File: config.mk
export PLATFORM = sky130hd
export DESIGN_NAME = lcd_frame_fill
export DESIGN_NICKNAME = d
export VERILOG_FILES = /design/src/rtl/lcd_pkg.sv /design/src/rtl/lcd_frame_fill.sv
export SDC_FILE = /design/constraint.sdc
export NUM_CORES = 1
export LEC_CHECK = 0
export ABC_AREA = 0
export CAP_MARGIN = 40
export CORE_MARGIN = 5
export CORE_UTILIZATION = 40
export CTS_CLUSTER_DIAMETER = 80
export DETAILED_ROUTE_END_ITERATION = 7
export PLACE_DENSITY = 0.86
export SYNTH_ARGS = -nofsm -noshare
export SYNTH_HDL_FRONTEND = slang
export SYNTH_SLANG_ARGS = --single-unit
export TNS_END_PERCENT = 1
File: constraint.sdc
create_clock -name AXI_ACLK -period 2.4 [get_ports AXI_ACLK]
set_clock_uncertainty 0.1 [all_clocks]
set_input_delay 0.72 -clock AXI_ACLK [delete_from_list [all_inputs] [get_ports AXI_ACLK]]
set_output_delay 0.72 -clock AXI_ACLK [all_outputs]
set_load 0.05 [all_outputs]
File: src/rtl/lcd_pkg.sv
// lcd_pkg: shared constants and types for the LCD DMA blocks.
//   - AXI4 write-channel constant field encodings used by the fill engine
//   - framebuffer geometry (320x240 RGB565) and derived burst count
//   - fill engine state enum
package lcd_pkg;

  // Burst length in 32-bit beats: 16 beats = 64 B = 32 RGB565 pixels.
  localparam int LCD_LEN   = 16;
  localparam int LCD_CNT_W = 12;

  localparam logic [2:0] AXI_SIZE_32    = 3'd2;
  localparam logic [1:0] AXI_BURST_INCR = 2'd1;
  localparam logic [3:0] AXI_CACHE      = 4'd3;

  localparam int LCD_H_RES            = 320;
  localparam int LCD_V_RES            = 240;
  localparam int LCD_BURSTS_PER_FRAME = 2400;

  // Fill regions must start on a 64 B boundary.
  localparam int FILL_ALIGN_BITS = 6;

  typedef enum logic [1:0] {
    ST_IDLE = 2'd0,
    ST_ADDR = 2'd1,
    ST_DATA = 2'd2,
    ST_RESP = 2'd3
  } fill_state_e;

endpackage

File: src/rtl/lcd_frame_fill.sv
// lcd_frame_fill: AXI4 write-only DMA that paints a framebuffer region with
// one RGB565 colour, one LEN-beat INCR burst at a time.
//   AXI_ACLK / AXI_ARESET     clock, synchronous active-high reset
//   fill_start                one-cycle request (ignored while busy)
//   fill_address/color/bursts base byte address (64 B aligned), colour, count
//   fill_busy                 high while a fill is running
//   fill_done                 one-cycle pulse on completion or rejection
//   fill_error                sticky: bad BRESP or misaligned start
//   M_AXI_AW*/W*/B*           AXI4 write address, data and response channels
module lcd_frame_fill
  import lcd_pkg::*;
#(
  parameter int LEN   = LCD_LEN,
  parameter int CNT_W = LCD_CNT_W
) (
  input  logic             AXI_ACLK,
  input  logic             AXI_ARESET,
  input  logic             fill_start,
  input  logic [31:0]      fill_address,
  input  logic [15:0]      fill_color,
  input  logic [CNT_W-1:0] fill_bursts,
  output logic             fill_busy,
  output logic             fill_done,
  output logic             fill_error,
  output logic [31:0]      M_AXI_AWADDR,
  output logic [7:0]       M_AXI_AWLEN,
  output logic [2:0]       M_AXI_AWSIZE,
  output logic [1:0]       M_AXI_AWBURST,
  output logic [3:0]       M_AXI_AWCACHE,
  output logic             M_AXI_AWVALID,
  input  logic             M_AXI_AWREADY,
  output logic [31:0]      M_AXI_WDATA,
  output logic [3:0]       M_AXI_WSTRB,
  output logic             M_AXI_WLAST,
  output logic             M_AXI_WVALID,
  input  logic             M_AXI_WREADY,
  input  logic [1:0]       M_AXI_BRESP,
  input  logic             M_AXI_BVALID,
  output logic             M_AXI_BREADY
);

  localparam int BW = (LEN > 1) ? $clog2(LEN) : 1;
  localparam logic [BW-1:0] BEAT_LAST = BW'(LEN - 1);
  localparam logic [31:0]   BURST_BYTES = 32'(LEN * 4);

  fill_state_e      state;
  logic [31:0]      addr;
  logic [15:0]      color;
  logic [CNT_W-1:0] remaining;
  logic [BW-1:0]    beat;
  logic             beat_last;

  assign beat_last = (beat == BEAT_LAST);

  always_ff @(posedge AXI_ACLK) begin
    if (AXI_ARESET) begin
      state      <= ST_IDLE;
      addr       <= '0;
      color      <= '0;
      remaining  <= '0;
      beat       <= '0;
      fill_done  <= 1'b0;
      fill_error <= 1'b0;
    end else begin
      fill_done <= 1'b0;
      case (state)
        ST_IDLE: begin
          if (fill_start) begin
            // Misalignment wins over a zero count: it is reported as an error.
            if (fill_address[FILL_ALIGN_BITS-1:0] != '0) begin
              fill_error <= 1'b1;
              fill_done  <= 1'b1;
            end else if (fill_bursts == '0) begin
              fill_error <= 1'b0;
              fill_done  <= 1'b1;
            end else begin
              addr       <= fill_address;
              color      <= fill_color;
              remaining  <= fill_bursts;
              beat       <= '0;
              fill_error <= 1'b0;
              state      <= ST_ADDR;
            end
          end
        end
        ST_ADDR: begin
          if (M_AXI_AWREADY) state <= ST_DATA;
        end
        ST_DATA: begin
          if (M_AXI_WREADY) begin
            if (beat_last) begin
              beat  <= '0;
              state <= ST_RESP;
            end else begin
              beat <= beat + 1'b1;
            end
          end
        end
        ST_RESP: begin
          if (M_AXI_BVALID) begin
            // Error responses are recorded but the fill keeps going.
            if (M_AXI_BRESP != 2'b00) fill_error <= 1'b1;
            addr      <= addr + BURST_BYTES;
            remaining <= remaining - 1'b1;
            if (remaining == CNT_W'(1)) begin
              state     <= ST_IDLE;
              fill_done <= 1'b1;
            end else begin
              state <= ST_ADDR;
            end
          end
        end
        default: state <= ST_IDLE;
      endcase
    end
  end

  // Channel valids decode straight from state, so AW and W can never overlap
  // and nothing combinationally depends on the slave's ready inputs.
  assign fill_busy     = (state != ST_IDLE);
  assign M_AXI_AWVALID = (state == ST_ADDR);
  assign M_AXI_WVALID  = (state == ST_DATA);
  assign M_AXI_BREADY  = (state == ST_RESP);
  assign M_AXI_WLAST   = (state == ST_DATA) && beat_last;

  assign M_AXI_AWADDR  = addr;
  assign M_AXI_AWLEN   = 8'(LEN - 1);
  assign M_AXI_AWSIZE  = AXI_SIZE_32;
  assign M_AXI_AWBURST = AXI_BURST_INCR;
  assign M_AXI_AWCACHE = AXI_CACHE;
  assign M_AXI_WDATA   = {color, color};
  assign M_AXI_WSTRB   = 4'hf;

endmodule

==> impl_summary.log, run 1 <==
[metrics] result of the run: finished, violations left
[metrics] failing checks: negative setup slack
[metrics] via total after detailed routing: 4,431
[metrics] Storage cell area: 1360 sq um
[metrics] CTS Hold Bufs: 0
[metrics] average instance area after synthesis: 7.83 sq um
[metrics] max-cap violation count: 0
[metrics] Num Clock Sinks: 68
[metrics] worst hold-check path type: flop to flop
[metrics] CP Data Arrival Time: 2560 ps
[metrics] Critical Path, Cell by Cell: buf_6 -> or4_4 -> a2111oi_4 -> a21oi_4 -> buf_12 -> buf_4 -> o32ai_1
[metrics] DRC: 0
[metrics] post-synthesis instance total: 520
[metrics] worst-path maximum fanout: 7
[metrics] Top FF cell, synth: sky130_fd_sc_hd__dfxtp_1
[metrics] switching share of power: 29.9%
[metrics] per-cell via count in the routed design: 5.60
[metrics] count of nets left with antenna violations after detail routing: 0
[metrics] antenna violations before repair: 0
[metrics] post-synthesis adder-cell area fraction: 2.76%
[metrics] Net Sw Power: 838 uW
[metrics] First DRT Iteration DRCs: 377
[metrics] data required time of the worst path: 2540 ps
[metrics] buffer and inverter count on the worst path: 3
[metrics] floorplan die area: 12,300 sq um
[metrics] max frequency: 413 MHz
[metrics] maximum number of pins on one net before global-route repair: 46
[metrics] Pre-antenna DRT Iters: 5
[metrics] clock tree from TritonCTS: done
[metrics] clk buf depth: 2
[metrics] clock share of power: 35.0%
[metrics] Die Y-Extent: 111 microns
[metrics] Buffers on Ports: 138
[metrics] number of buffers created by CTS: 9
[metrics] highest-count cells in the layout ignoring fill and taps: 99 x sky130_fd_sc_hd__clkdlybuf4s50_1, 66 x sky130_fd_sc_hd__dfxtp_1, 55 x sky130_fd_sc_hd__nand2_1, 49 x sky130_fd_sc_hd__buf_4, 47 x sky130_fd_sc_hd__a21oi_1
[metrics] dpl hpwl: 9.41 mm
[metrics] total wire length after detailed routing: 13.1 mm
[metrics] Max transition margin: 48.9%
[metrics] area taken by multi-input logic gates: 2400 sq um
[metrics] Synth cell types: 51
[metrics] Setup Viol. Count Final: 5
[metrics] leak pwr: 2.34 nW
[metrics] global-route wire length before repair: 21.4 mm
[metrics] Diodes inserted: 0
[metrics] share of the synthesized area in compound gates (AO/OA/AOI/OAI): 22.6%
[metrics] DP Cell Count: 772
[metrics] maximum single-stage delay on the critical path: 560 ps
[metrics] netlist area before placement: 4070 sq um
[metrics] worst setup margin: -22.3 ps
[metrics] share of total power in combinational logic: 23.4%
[metrics] setup repair after global routing missed its margin: yes
[metrics] number of enable-type register cells in the synthesized netlist: 0
[metrics] Pwr Density: 471 nW/um^2
[metrics] power share of the sequential group: 41.6%
[metrics] synthesis-stage register bit count: 68
[metrics] number of nets at the end of the flow: 730
[metrics] slew at the pin closest to its max-slew limit: 759 ps
[metrics] xor-xnor portion of the synthesized cell area: 0%
[metrics] Crit path max-delay family: compound AO/OA/AOI/OAI gates
[metrics] Worst Path Class, Setup: input pin to flop
[metrics] H-Tree Depth: 3
[metrics] most frequent standard cell in the layout excluding fill and tap cells: sky130_fd_sc_hd__clkdlybuf4s50_1
[metrics] final number of hold-violating endpoints: 0
[metrics] placeable core region: 9860 sq um
[metrics] row count: 36
[metrics] synthesized-area fraction occupied by and/or/nand/nor cells: 23.4%
[metrics] number of global-route vias before repair: 4,369
[metrics] total global routing overflow: 0
[metrics] fin crit share: 101%
[metrics] kind of end point of the critical path: flop
[metrics] signed area change from the synthesized netlist to the final layout: 46.0%
[metrics] routability congestion estimate: 0.856
[metrics] Clk Latency, worst-skew pair: 340 ps
[metrics] Total Routing Usage GR: 20.5%
[metrics] Synthesis Warnings: 0
[metrics] largest family of logic cells by synthesized area: simple AND/OR/NAND/NOR gates
[metrics] fillers: 830
[metrics] Worst setup SP type: input pin
[metrics] minimum clock period after layout: 2420 ps
[metrics] DP Area: 5580 sq um
[metrics] VDD IR-drop max: 270 uV
[metrics] ratio of cells with drive above 1 in the final layout: 16.7%
[metrics] Final Max Slew Viols: 0
[metrics] sequential element share of the synthesized area: 33.4%
[metrics] share of cell area taken by muxes after synthesis: 5.47%
[metrics] Layout Cell Area excl Fill: 5950 sq um
[metrics] clock tree root driver cell: sky130_fd_sc_hd__clkbuf_8
[metrics] number of standard cells in the layout, taps in and fillers out: 791
[metrics] number of ports placed on the die boundary: 160
[metrics] Critical-path top delay cell: sky130_fd_sc_hd__or4_4
[metrics] proportion of synthesized flip-flops having asynchronous set or reset: 0%
[metrics] initial core utilization: 41.3%
[metrics] internal power: 1.96 mW
[metrics] post-DR wirelength/cell: 16.6 microns
[metrics] die boundary width: 111 microns
[metrics] Worst-path clk slew: 70 ps
cell type report:
type                    instances  area share (%)
inverters                      13           0.821
repair buffers                178            29.6
clock buffers                  12            2.61
clock inverters                 4           0.799
flip-flops and latches         68            22.9
well taps                     133            2.80
multi-input cells             383            40.4
kinds of logic (layout without fill, tap and decap cells):
| logic type | count (synthesis) | in the layout |
|---|---|---|
| fa+ha+maj | 9 | 9 |
| compound gates | 140 | 140 |
| other cells | 2 | 21 |
| mux | 22 | 22 |
| flops | 68 | 68 |
| simple gates | 191 | 191 |
| buf+inv | 88 | 207 |
metrics by stage:
step	setup slack, ps	utilization, %	power (mW)	hold slack [ps]	setup TNS [ps]
floorplan	-120	-	1.58	352	-2450
global placement	-648	56.5	1.81	345	-34580
detailed placement	-759	56.5	1.82	347	-38650
CTS	-8.53	59.7	2.81	366	-8.53
global route	-60.4	60.3	2.93	374	-605
finish	-22.3	60.3	2.80	363	-51.3
layer usage:
| metal | global-route usage (%) | wire, microns |
|---|---|---|
| met3 | 4.91 | 1010 |
| met4 | 7.06 | 308 |
| met2 | 34.8 | 6440 |
| met1 | 25.2 | 5360 |
| met5 | 0 | 0 |
flip-flops by register name, indices dropped and copies added, names as in the netlist:
signal and count:
color 16, beat 4, fill_error 1, M_AXI_AWADDR 32, state 2, remaining 12
fill_done 1
cell usage after synthesis, drive strengths merged (2+ instances only):
cell / instances / area, sq um
a31o: 2 / 17.5
inv: 13 / 48.8
dfxtp: 68 / 1360
o31ai: 3 / 22.5
o31a: 7 / 61.3
nand4: 13 / 81.3
conb: 2 / 7.51
a31oi: 6 / 37.5
nand3: 15 / 75.1
a41oi: 2 / 17.5
nor3: 13 / 76.3
nor4: 11 / 68.8
nor2b: 8 / 50.1
o2bb2ai: 5 / 43.8
o32ai: 15 / 131
a21oi: 51 / 255
or4: 2 / 18.8
and4: 3 / 26.3
a21o: 6 / 45.0
buf: 47 / 342
clkbuf: 28 / 105
or2: 3 / 21.3
and3: 13 / 81.3
ha: 9 / 113
nand2: 55 / 206
a32o: 4 / 40.0
o21ai: 27 / 135
and2: 10 / 62.6
a211oi: 4 / 30.0
mux2i: 20 / 200
nor2: 41 / 154
mux2: 2 / 22.5
what timing repair did:
item,in CTS,in global routing
setup buffers,2,0
endpoints found under the setup margin,74,56
pin swaps,7,10
gates cloned,1,0
gates resized for setup,37,16
path summary, 6_finish.rpt:
kind / startpoint / endpoint / slack, ps / cells after the start
setup / recovery: fill_address[2] / remaining[5] / -20 / 7
hold / removal: M_AXI_AWADDR[3] / M_AXI_AWADDR[3] / 360 / 1
setup reg to reg: M_AXI_AWADDR[11] / M_AXI_AWADDR[23] / 180 / 5
hold reg to reg: M_AXI_AWADDR[3] / M_AXI_AWADDR[3] / 360 / 1
power by group through the flow:
stage	Clock [mW]	Sequential, mW	Combinational, mW
after floorplan	0	1.22	0.361
after global placement	0	1.19	0.622
after detailed placement	0	1.19	0.633
after CTS	1.00	1.16	0.647
after global routing	1.06	1.17	0.704
final	0.980	1.16	0.655
Power figures use the tool's default switching activity.
==> run 2: changes to the inputs <==
--- a/config.mk
+++ b/config.mk
@@ -7,6 +7,7 @@
 export LEC_CHECK = 0
 export ABC_AREA = 0
 export CAP_MARGIN = 40
+export CORE_ASPECT_RATIO = 0.6
 export CORE_MARGIN = 5
 export CORE_UTILIZATION = 40
 export CTS_CLUSTER_DIAMETER = 80
==> impl_summary.log, run 2 (same netlist as run 1, synthesis figures left out) <==
[metrics] result of the run: finished, violations left
[metrics] failing checks: negative setup slack
[metrics] Critical Path, Cell by Cell: clkdlybuf4s50_1 -> nor4_4 -> nand3_4 -> a21o_1 -> buf_12 -> buf_8 -> buf_4 -> a211oi_2
[metrics] Die Y-Extent: 88.2 microns
[metrics] DRC: 0
[metrics] CP Data Arrival Time: 2560 ps
[metrics] Pre-antenna DRT Iters: 5
[metrics] max frequency: 416 MHz
[metrics] Sum Neg Setup Slack: -5.12 ps
[metrics] slew at the pin closest to its max-slew limit: 607 ps
[metrics] most frequent standard cell in the layout excluding fill and tap cells: sky130_fd_sc_hd__clkdlybuf4s50_1
[metrics] Num Clock Sinks: 68
[metrics] total wire length after detailed routing: 14.4 mm
[metrics] maximum number of pins on one net before global-route repair: 63
[metrics] Pwr Density: 522 nW/um^2
[metrics] fin crit share: 100%
[metrics] per-cell via count in the routed design: 5.62
[metrics] Worst-path clk slew: 60 ps
[metrics] maximum single-stage delay on the critical path: 470 ps
[metrics] number of ports placed on the die boundary: 160
[metrics] total global routing overflow: 0
[metrics] signed area change from the synthesized netlist to the final layout: 54.9%
[metrics] final number of hold-violating endpoints: 0
[metrics] Critical-path top delay cell: sky130_fd_sc_hd__clkdlybuf4s50_1
[metrics] VDD IR-drop max: 398 uV
[metrics] via total after detailed routing: 4,539
[metrics] worst slack on hold paths: 357 ps
[metrics] die boundary width: 140 microns
[metrics] global-route wire length before repair: 21.0 mm
[metrics] First DRT Iteration DRCs: 245
[metrics] Layout Cell Area excl Fill: 6310 sq um
[metrics] Worst setup SP type: input pin
[metrics] Crit path max-delay family: buffers and inverters
[metrics] Clk Latency, worst-skew pair: 340 ps
[metrics] Setup Viol. Count Final: 1
[metrics] ratio of cells with drive above 1 in the final layout: 22.1%
[metrics] worst hold-check path type: flop to flop
[metrics] row count: 28
[metrics] Buffers on Ports: 138
[metrics] post-DR wirelength/cell: 17.8 microns
[metrics] fraction of the core area covered by cells at the end of the flow: 63.6%
[metrics] floorplan die area: 12,400 sq um
[metrics] number of nets at the end of the flow: 745
[metrics] Diodes inserted: 0
[metrics] initial core utilization: 41.1%
[metrics] clk buf depth: 2
[metrics] Worst Setup Slack post-DPL: -688 ps
[metrics] highest-count cells in the layout ignoring fill and taps: 100 x sky130_fd_sc_hd__clkdlybuf4s50_1, 68 x sky130_fd_sc_hd__dfxtp_1, 63 x sky130_fd_sc_hd__buf_4, 53 x sky130_fd_sc_hd__nand2_1
[metrics] worst setup margin: -5.12 ps
[metrics] minimum clock period after layout: 2410 ps
[metrics] number of global-route vias before repair: 4,172
[metrics] number of flip-flops under the largest register name: 32
[metrics] DP Area: 5590 sq um
[metrics] dpl hpwl: 9.82 mm
[metrics] count of nets left with antenna violations after detail routing: 0
[metrics] routability congestion estimate: 0.905
[metrics] clock tree from TritonCTS: done
[metrics] placeable core region: 9910 sq um
[metrics] antenna violations before repair: 0
[metrics] Final Max Slew Viols: 0
[metrics] setup repair after global routing missed its margin: yes
[metrics] leak pwr: 2.48 nW
[metrics] clock tree root driver cell: sky130_fd_sc_hd__clkbuf_16
[metrics] reg2reg setup slack: 240 ps
[metrics] kind of end point of the critical path: flop
[metrics] number of buffers created by CTS: 9
[metrics] Total Routing Usage GR: 21.1%
[metrics] max-cap violation count: 0
[metrics] Worst Path Class, Setup: input pin to flop
[metrics] Max transition margin: 59.2%
[metrics] data required time of the worst path: 2560 ps
[metrics] H-Tree Depth: 3
[metrics] buffer and inverter count on the worst path: 4
[metrics] worst-path maximum fanout: 8
[run 2: metrics by stage]
stage / cells / power, mW
after floorplan: 539 / 1.58
after global placement: 779 / 1.81
after detailed placement: 779 / 1.83
after CTS: 800 / 3.27
after global routing: 808 / 3.41
final: 808 / 3.29
[run 2: area by class of cell]
type / count / area, sq um
Clock buffer: 12 / 246
Clock inverter: 4 / 72.6
Fill cell: 812 / 3600
Inverter: 13 / 48.8
Multi-Input combinational cell: 384 / 2510
Sequential cell: 68 / 1360
Tap cell: 135 / 169
Timing Repair Buffer: 192 / 1900
[run 2: where the power goes]
group          switching (mW)  total [mW]  internal [mW]
clock network           0.498        1.43          0.937
logic                   0.404       0.693          0.290
registers              0.0171        1.17           1.15
total                   0.918        3.29           2.37
[run 2: repair_timing]
action                     CTS  global route
gates resized for setup     20            64
buffers inserted             3             5
setup endpoints to repair   68            63
hold buffers                 0             0
cloned                       2             3
pin swaps                    7            12
[run 2: worst reg2reg max path, stage by stage (launching register included)]
cell	delay, ps
sky130_fd_sc_hd__dfxtp_1	360
sky130_fd_sc_hd__inv_1	140
sky130_fd_sc_hd__ha_1	200
sky130_fd_sc_hd__nand2b_1	110
sky130_fd_sc_hd__a2111oi_4	380
sky130_fd_sc_hd__buf_4	210
sky130_fd_sc_hd__a21oi_4	90
sky130_fd_sc_hd__buf_4	180
sky130_fd_sc_hd__a21oi_1	170
sky130_fd_sc_hd__o32ai_2	110
[run 2: worst paths after layout]
check	startpoint	end	cells after the start
worst max-delay path	fill_bursts[7]	M_AXI_AWADDR[7]	8
worst min-delay path	M_AXI_AWADDR[3]	M_AXI_AWADDR[3]	1
worst max register to register	state[1]	M_AXI_AWADDR[30]	9
worst min register to register	M_AXI_AWADDR[3]	M_AXI_AWADDR[3]	1
[run 2: layer usage]
metal | wire [microns] | global-route usage, % | vias up
met3 | 1510 | 5.95 | 26
met2 | 6610 | 34.4 | 270
li1 | - | - | 2122
met5 | 0 | 0 | -
met1 | 6020 | 27.9 | 2121
met4 | 217 | 5.28 | 0
==> run 3: changes to the inputs <==
--- a/config.mk
+++ b/config.mk
@@ -6,6 +6,7 @@
 export NUM_CORES = 1
 export LEC_CHECK = 0
 export ABC_AREA = 0
+export ABC_CLOCK_PERIOD_IN_PS = 2400
 export CAP_MARGIN = 40
 export CORE_ASPECT_RATIO = 0.6
 export CORE_MARGIN = 5
==> results of run 3 <==
No change in the layout: final DEF, timing and power equal those of run 2.
